### src/rtl/chk_checkerboard.sv
// ============================================================================
// Module   : chk_checkerboard
// Purpose  : Issues LENGTH in-order read requests and checks the returned
//            words against the checkerboard pattern. It reports the error
//            count, completion and pass/fail.
// Options  : CHK_FIRST_ERR_EN - when defined, captures the index and data of
//            the first mismatching word.
// Revision : 1.0 - initial release
// ============================================================================
`default_nettype none

module chk_checkerboard #(
  parameter int WIDTH           = 8,
  parameter int LENGTH          = 16,
  parameter int INVERT_VALUES   = 0,
  parameter int MAX_OUTSTANDING = 4,
  localparam int CW = $clog2(LENGTH + 1),
  localparam int IW = (LENGTH > 1) ? $clog2(LENGTH) : 1
) (
  input  logic             clk_i,
  input  logic             srst_i,
  input  logic             enbl_i,
  output logic             rd_req_o,
  input  logic [WIDTH-1:0] rd_data_i,
  input  logic             rd_valid_i,
  output logic             finished_o,
  output logic             pass_o,
  output logic [CW-1:0]    err_cnt_o,
  output logic [IW-1:0]    first_err_idx_o,
  output logic [WIDTH-1:0] first_err_data_o
);

  typedef enum logic [1:0] {
    IDLE  = 2'd0,
    RUN   = 2'd1,
    DRAIN = 2'd2,
    DONE  = 2'd3
  } state_t;

  function automatic logic [WIDTH-1:0] even_pattern();
    logic [WIDTH-1:0] p;
    for (int i = 0; i < WIDTH; i++) begin
      p[i] = ((i % 2) == 0) != (INVERT_VALUES != 0);
    end
    return p;
  endfunction

  localparam logic [WIDTH-1:0] PAT_EVEN = even_pattern();

  state_t          state;
  logic [CW-1:0]   req_cnt;
  logic [CW-1:0]   rsp_cnt;
  logic [CW-1:0]   err_cnt;
  logic            rd_req;
  logic            finished;
  logic            pass;

  logic            active;
  logic [CW-1:0]   req_next;
  logic [CW-1:0]   rsp_next;
  logic [CW-1:0]   err_next;
  logic [CW-1:0]   out_next;
  logic            accept;
  logic            mismatch;
  logic            last_rsp;
  logic            can_issue;
  logic [WIDTH-1:0] expected;

  // The request visible this cycle already counts as outstanding, so a
  // zero-latency response to it is accepted rather than treated as spurious.
  always_comb begin
    active    = (state == RUN) || (state == DRAIN);
    req_next  = req_cnt + CW'(rd_req);
    accept    = rd_valid_i && active && (req_next != rsp_cnt);
    rsp_next  = rsp_cnt + CW'(accept);
    expected  = rsp_cnt[0] ? ~PAT_EVEN : PAT_EVEN;
    mismatch  = accept && (rd_data_i != expected);
    err_next  = err_cnt + CW'(mismatch);
    out_next  = req_next - rsp_next;
    last_rsp  = accept && (int'(rsp_cnt) == LENGTH - 1);
    can_issue = enbl_i && (int'(req_next) < LENGTH) &&
                (int'(out_next) < MAX_OUTSTANDING);
  end

  always_ff @(posedge clk_i) begin
    if (srst_i) begin
      state    <= IDLE;
      req_cnt  <= '0;
      rsp_cnt  <= '0;
      err_cnt  <= '0;
      rd_req   <= 1'b0;
      finished <= 1'b0;
      pass     <= 1'b0;
    end else begin
      case (state)
        IDLE: begin
          if (enbl_i) state <= RUN;
        end
        RUN, DRAIN: begin
          req_cnt <= req_next;
          rsp_cnt <= rsp_next;
          err_cnt <= err_next;
          rd_req  <= (state == RUN) && can_issue;
          if (last_rsp) begin
            state    <= DONE;
            rd_req   <= 1'b0;
            finished <= 1'b1;
            pass     <= (err_next == '0);
          end else if ((state == RUN) && (int'(req_next) == LENGTH)) begin
            state <= DRAIN;
          end
        end
        default: begin
          rd_req <= 1'b0;
        end
      endcase
    end
  end

  assign rd_req_o   = rd_req;
  assign finished_o = finished;
  assign pass_o     = pass;
  assign err_cnt_o  = err_cnt;

`ifdef CHK_FIRST_ERR_EN
  logic             have_err;
  logic [IW-1:0]    err_idx;
  logic [WIDTH-1:0] err_data;

  always_ff @(posedge clk_i) begin
    if (srst_i) begin
      have_err <= 1'b0;
      err_idx  <= '0;
      err_data <= '0;
    end else if (mismatch && !have_err) begin
      have_err <= 1'b1;
      err_idx  <= rsp_cnt[IW-1:0];
      err_data <= rd_data_i;
    end
  end

  assign first_err_idx_o  = err_idx;
  assign first_err_data_o = err_data;
`else
  assign first_err_idx_o  = '0;
  assign first_err_data_o = '0;
`endif

endmodule

`default_nettype wire

### config.mk
export PLATFORM = sky130hd
export DESIGN_NAME = chk_checkerboard
export DESIGN_NICKNAME = d
export VERILOG_FILES = /design/src/rtl/chk_checkerboard.sv
export SDC_FILE = /design/constraint.sdc
export NUM_CORES = 1
export LEC_CHECK = 0
export ABC_AREA = 1
export CELL_PAD_IN_SITES_DETAIL_PLACEMENT = 0
export CELL_PAD_IN_SITES_GLOBAL_PLACEMENT = 1
export CORE_MARGIN = 2
export CORE_UTILIZATION = 38
export CTS_CLUSTER_DIAMETER = 150
export DETAILED_ROUTE_END_ITERATION = 10
export GPL_ROUTABILITY_DRIVEN = 0
export PLACE_DENSITY_LB_ADDON = 0.1
export SYNTH_ARGS = -nofsm -noshare
export SYNTH_HDL_FRONTEND = slang
export SYNTH_SLANG_ARGS = --single-unit
export TNS_END_PERCENT = 10
### constraint.sdc
create_clock -name clk_i -period 5.7 [get_ports clk_i]
set_clock_uncertainty 0.15 [all_clocks]
set_input_delay 0.57 -clock clk_i [delete_from_list [all_inputs] [get_ports clk_i]]
set_output_delay 0.57 -clock clk_i [all_outputs]
set_load 0.005 [all_outputs]
==> metrics, run 1 <==
multiplexer share of the synthesized area=0; final setup violation count=0; clk sinks=20; Die X=65.21 um; final core utilization=0.4552; worst-margin pin slew=0.6308 ns; CTS tree=yes; crit end category=flop; clock insertion delay at the later pin of the skew report=0.26 ns; worst vdd ir=0.0001741 V; ranking of synthesized cells by area=dfxtp_1, inv_1, ha_1; Register Area=400.4 um^2; Slew Viols, Final=0; Worst Path Max Fanout=4; Fillers=399; Distinct cells, synth=27; Multi-input gate area=820.8 um^2; Post-CTS Hold Fix Bufs=0; # Max-Cap Violations=0; total gr overflow=0; largest family of logic cells by synthesized area=simple AND/OR/NAND/NOR gates; router iterations before antenna repair=4; DPL Wire Length=2554 um; Simple-Gate Fraction of Synth Area=0.2970; Crit path top cell by count=nand2_1; WL final=3187 um; top cell type's share of synthesized area=0.2812; CTS Buf Count=3; vias in the first global route=1258; IO Count=32; Core Box Area=3633 um^2; area grow syn2layout=16.17%; Starting DRT DRC Count=48; pwr/cell area=465.6 nW/um^2; Root Buffer=clkbuf_8; Clock transition at path regs=0.07 ns; count of final hold-check violations=0; post-layout min period=3.260 ns; Initial Util=0.3919; synthesized area per cell=6.912 um^2; Slowest-stage cell, CP=ha_1; Cell Chain, Critical Path=ha_1 > ha_1 > inv_1 > nand2_1 > nand2_1 > nor2_1 > nand3_1 > nor2_1 > nand2_1 > nand3_2 > inv_2 > nand3_1 > xor2_1 > ha_1 > or2_2 > a21oi_1 > nand2_1 > nor2_2 > nand3_2 > a21oi_2; Leakage=0.7729 nW; ant diodes=0; Setup CP Type=flop to flop; crit path from=rd_req_o; via count=1275; DR WL/cell=11.76 um; sequential area share after synthesis=0.2812; Layout Cells excl Fill=271; CP Data Arrival Time=3.30 ns; Routed Antenna Nets=0; Worst R2R Start=rd_req_o; final hold slack=0.3205 ns; largest net degree at the start of global routing=20; RSZ-0062 raised after global routing=false; fmax=306.8 MHz; Slew Limit Headroom=0.5795; post-synth top area cell=dfxtp_1; Mapped Cells=206; status=completed; crit-path max cell delay=0.38 ns; Cells after DPL=267; worst r2r path cells=20; R2R Setup Slk=2.44 ns; maximum root-to-sink buffer count=2; residual DRC count=0; area post-placement=1599 um^2; Site Rows=22; PnR worst setup slack=2.440 ns; nets@finish=245; number of H-tree levels=1; Post-CTS Setup Inserts=0; Synth Area in XOR/XNOR=0.03691; fin crit share=0.5718; antenna violations before repair=0; total power=770.2 uW; worst min path class=flop to flop; Setup TNS Final=0 ns; DIE HEIGHT=65.21 um; die area=4252 um^2; IO Port Bufs=19; Critical Path Sink=rd_req_o; critical path launch point type=flop; Via-to-Cell Ratio=4.705; CTS resizes=0; required time of the critical path=5.74 ns; Synth Area in Adders=0.07909; first-pass GRT wire length=5430 um; Yosys warnings=0; share of cells above drive strength 1=0.09417; Setup WS pre-CTS=2.452 ns; Synth Area in Compound Gates=0.1318; FF+latch count, synth=20; final instance area=1654 um^2; Critical R2R Capture=rd_req_o; Overall Global Routing Usage=0.1644; Mapped Area=1424 um^2
-- sequential cells by signal (all words and copies together) (netlist names) --
signal	count
err_cnt_o	5
finished_o	1
pass_o	1
rd_req_o	1
req_cnt	5
rsp_cnt	5
state	2
-- worst min path at each step --
| stage | from | to | slack [ns] | depth (start not counted) |
|---|---|---|---|---|
| 2_1_floorplan | pass_o | pass_o | 0.31 | 2 |
| 3_3_place_gp | finished_o | finished_o | 0.30 | 1 |
| 3_5_place_dp | finished_o | finished_o | 0.31 | 1 |
| 4_1_cts | pass_o | pass_o | 0.33 | 2 |
| 5_1_grt | pass_o | pass_o | 0.35 | 2 |
| 6_report | pass_o | pass_o | 0.32 | 2 |
-- final cells by class --
| class | instances | share of cell area |
|---|---|---|
| multi-input cells | 146 | 0.4962 |
| flip-flops and latches | 20 | 0.2421 |
| repair buffers | 19 | 0.1150 |
| inverters | 34 | 0.07716 |
| well taps | 48 | 0.03631 |
| clock buffers | 4 | 0.03328 |
-- critical path, delay by kind of cell (launching register included) --
family | cells | cell delay (ns)
buffers and inverters | 2 | 0.14
xor gates and xnor gates | 1 | 0.22
AOI/OAI and AO/OA | 2 | 0.24
DFF | 1 | 0.33
and+or+nand+nor | 12 | 1.21
adders and majority gates | 3 | 0.90
-- placed cells by master (no fill, tap or decap), types with 2 or more instances in the layout --
cell type	synthesis	layout
nor3_1	3	3
nand4_1	6	6
o211ai_1	3	3
conb_1	1	12
nand2_2	5	5
clkdlybuf4s50_1	0	19
nor2_1	18	18
dfxtp_1	20	20
nor4_1	2	2
nand3_2	4	4
nand3_1	13	13
inv_1	31	31
a21oi_1	13	13
nand2_1	30	30
o21ai_0	15	15
inv_2	3	3
clkbuf_8	0	4
xor2_1	5	5
ha_1	9	9
-- kinds of logic (layout without fill, tap and decap cells) --
| group | Yosys count | count (layout) |
|---|---|---|
| and+or+nand+nor | 85 | 85 |
| buffers and inverters | 51 | 57 |
| AOI/OAI and AO/OA | 34 | 34 |
| DFF | 20 | 20 |
| adders and majority gates | 9 | 9 |
| xor gates and xnor gates | 6 | 6 |
| other | 1 | 12 |
-- where the power goes --
| part | internal [mW] | switching (mW) |
|---|---|---|
| clock | 0.0615 | 0.0478 |
| sequential | 0.189 | 0.0587 |
| combinational | 0.161 | 0.252 |
| total | 0.412 | 0.358 |
-- Yosys cell counts (all sizes together) --
master,n
nand2,36
inv,34
dfxtp,20
nor2,19
nand3,18
o21ai,15
a21oi,14
buf,14
ha,9
nand4,6
xor2,5
clkbuf,3
nor3,3
o211ai,3
nor4,2
a311oi,1
conb,1
o21a,1
or2,1
xnor2,1
-- per-layer routing --
layer  up-vias  part of all wire  routed length, um  global-route usage
met4         0             0.024                 76             0.07292
met2        29              0.50               1607              0.2959
met3         8             0.031                 99             0.02740
li1        678                 -                  -                   -
met5         -                 0                  0                   0
met1       560              0.44               1403              0.1897
No activity file was read; power rests on OpenSTA's default activity.
==> run 2, diff against run 1 <==
Settings changed: CORE_UTILIZATION 38 to 32.
Clock period 5.7 ns to 2.7 ns, I/O delays scaled along.
==> metrics, run 2 (same netlist as run 1, synthesis figures left out) <==
share of cells above drive strength 1=0.2116 (+0.1174); area grow syn2layout=32.07%; DIE HEIGHT=70.71 um (+8.4%); violated checks=negative setup slack; Setup CP Type=flop to flop; count of final hold-check violations=0 (unchanged); Setup WS pre-CTS=-0.1997 ns (-2.652 ns); worst r2r path cells=20 (unchanged); Leakage=0.8693 nW (+12%); PnR worst setup slack=-0.1319 ns (-2.572 ns); Starting DRT DRC Count=80 (+67%); Initial Util=0.3293 (-0.06259); Worst Path Max Fanout=3 (-1); final instance area=1881 um^2 (+14%); Slew Viols, Final=0 (unchanged); DPL Wire Length=2892 um (+13%); # Max-Cap Violations=0 (unchanged); fin crit share=1.049 (+0.4770); Routed Antenna Nets=0 (unchanged); Site Rows=24 (+9.1%); post-layout min period=2.832 ns (-0.4277 ns); clk sinks=20 (unchanged); Root Buffer=clkbuf_8; residual DRC count=0 (unchanged); IO Count=32 (unchanged); Fillers=454 (+14%); final setup violation count=1 (+1); clock insertion delay at the later pin of the skew report=0.27 ns (about the same); crit path from=rd_req_o; worst vdd ir=0.0004586 V (+160%); via count=1398 (+9.6%); ant diodes=0 (unchanged); critical path launch point type=flop; vias in the first global route=1353 (+7.6%); final core utilization=0.4349 (-0.02034); pwr/cell area=996.9 nW/um^2 (+110%); Overall Global Routing Usage=0.1593 (-0.005104); status=complete, but fails checks; CP Data Arrival Time=2.88 ns (-0.42 ns); CTS tree=yes; Die X=70.71 um (+8.4%); Post-CTS Hold Fix Bufs=0 (unchanged); area post-placement=1769 um^2 (+11%); Via-to-Cell Ratio=4.771 (+1.4%); IO Port Bufs=19 (unchanged); largest net degree at the start of global routing=19 (-5.0%); met1 Resource Use GR=0.2012 (+0.01155); busiest grt layer=met2; number of H-tree levels=1 (unchanged); router iterations before antenna repair=4 (unchanged); Core Box Area=4324 um^2 (+19%); worst min path class=flop to flop; hold path startpoint=finished_o; die area=4999 um^2 (+18%); M2 GR Usage=0.2793 (-0.01658); antenna violations before repair=0 (unchanged); Critical R2R Capture=rd_req_o; hold-critical path endpoint=finished_o; Worst R2R Start=rd_req_o; maximum root-to-sink buffer count=2 (unchanged); required time of the critical path=2.75 ns (-2.99 ns); CTS Buf Count=3 (unchanged); WL final=3743 um (+17%); first-pass GRT wire length=6396 um (+18%); DR WL/cell=12.77 um (+8.6%); fmax=353.1 MHz (+15%); Clock transition at path regs=0.09 ns (+0.02 ns); most frequent cells in the layout=inv_1, nand2_1, clkdlybuf4s50_1; hold depth=1 (-1); RSZ-0062 raised after global routing=true; GRT met3 Usage=0.02279 (-0.004605); crit end category=flop; nets@finish=263 (+7.3%); Setup TNS Final=-0.1319 ns (-0.1319 ns); R2R Setup Slk=-0.13 ns (-2.57 ns); total gr overflow=0 (unchanged)
## run 2: cell types whose count changed in the layout (fill, tap and decap cells not counted), sizes merged
cell    change
bufinv      +1
buf        +18
clkbuf      -1
## run 2: repair_timing
item / 4_1_cts / 5_1_grt
hold endpoints to repair: 0 / 0
setup endpoints to repair: 3 / 6
pin swaps: 4 / 0
gates resized for setup: 2 / 6
buffers inserted: 1 / 0
## run 2: how the worst max path moves through the flow
stage / endpoint / slack (ns) / cells after the start
final: rd_req_o / -0.13 / 20
after global routing: rd_req_o / -0.35 / 20
after CTS: rd_req_o / -0.19 / 20
after detailed placement: rd_req_o / -0.20 / 20
after global placement: rd_req_o / -0.23 / 20
after floorplan: rd_req_o / 0.01 / 20
## run 2: area by class of cell
class                      instances  area, um^2  area share
clock buffer                       3       41.29     0.02196
clock inverter                     1       30.03     0.01597
inverter                          34       127.6     0.06786
multi-input combinational        146       888.4      0.4724
sequential                        20       402.9      0.2142
tap                               52       65.06     0.03460
timing repair buffer              37       325.3      0.1730
## run 2: report_power, final
part	leakage (nW)	internal, mW	switching (mW)
Combinational	0.669	0.445	0.608
Clock	0.0357	0.198	0.113
Sequential	0.165	0.400	0.110
Total	0.869	1.04	0.831
## run 2: metrics by stage
stage | instances | hold slack, ns | power, mW
finish | 293 | 0.3317 | 1.875
global route | 293 | 0.3461 | 2.055
global placement | 288 | 0.2966 | 1.527
floorplan | 217 | 0.3111 | 1.197
CTS | 293 | 0.3340 | 1.875
detailed placement | 288 | 0.3115 | 1.540
## run 2: worst max-delay path, cell delays in order (launching register included)
cell     delay (ns)
dfxtp_2        0.34
ha_4           0.17
ha_4           0.27
inv_2          0.04
nand2_1        0.04
nand2_1        0.05
nor2_1         0.10
nand3_1        0.09
nor2_1         0.09
nand2_1        0.09
nand3_2        0.09
inv_2          0.05
nand3_2        0.07
xor2_2         0.16
ha_1           0.26
or2_4          0.23
a21oi_2        0.11
nand2_1        0.07
nor2_2         0.09
nand3_2        0.09
a21oi_2        0.11
## run 2: layer usage
layer | share of wire | up-vias
met5 | 0 | -
met1 | 0.46 | 644
met4 | 0.011 | 0
met2 | 0.50 | 38
met3 | 0.036 | 4
li1 | - | 712
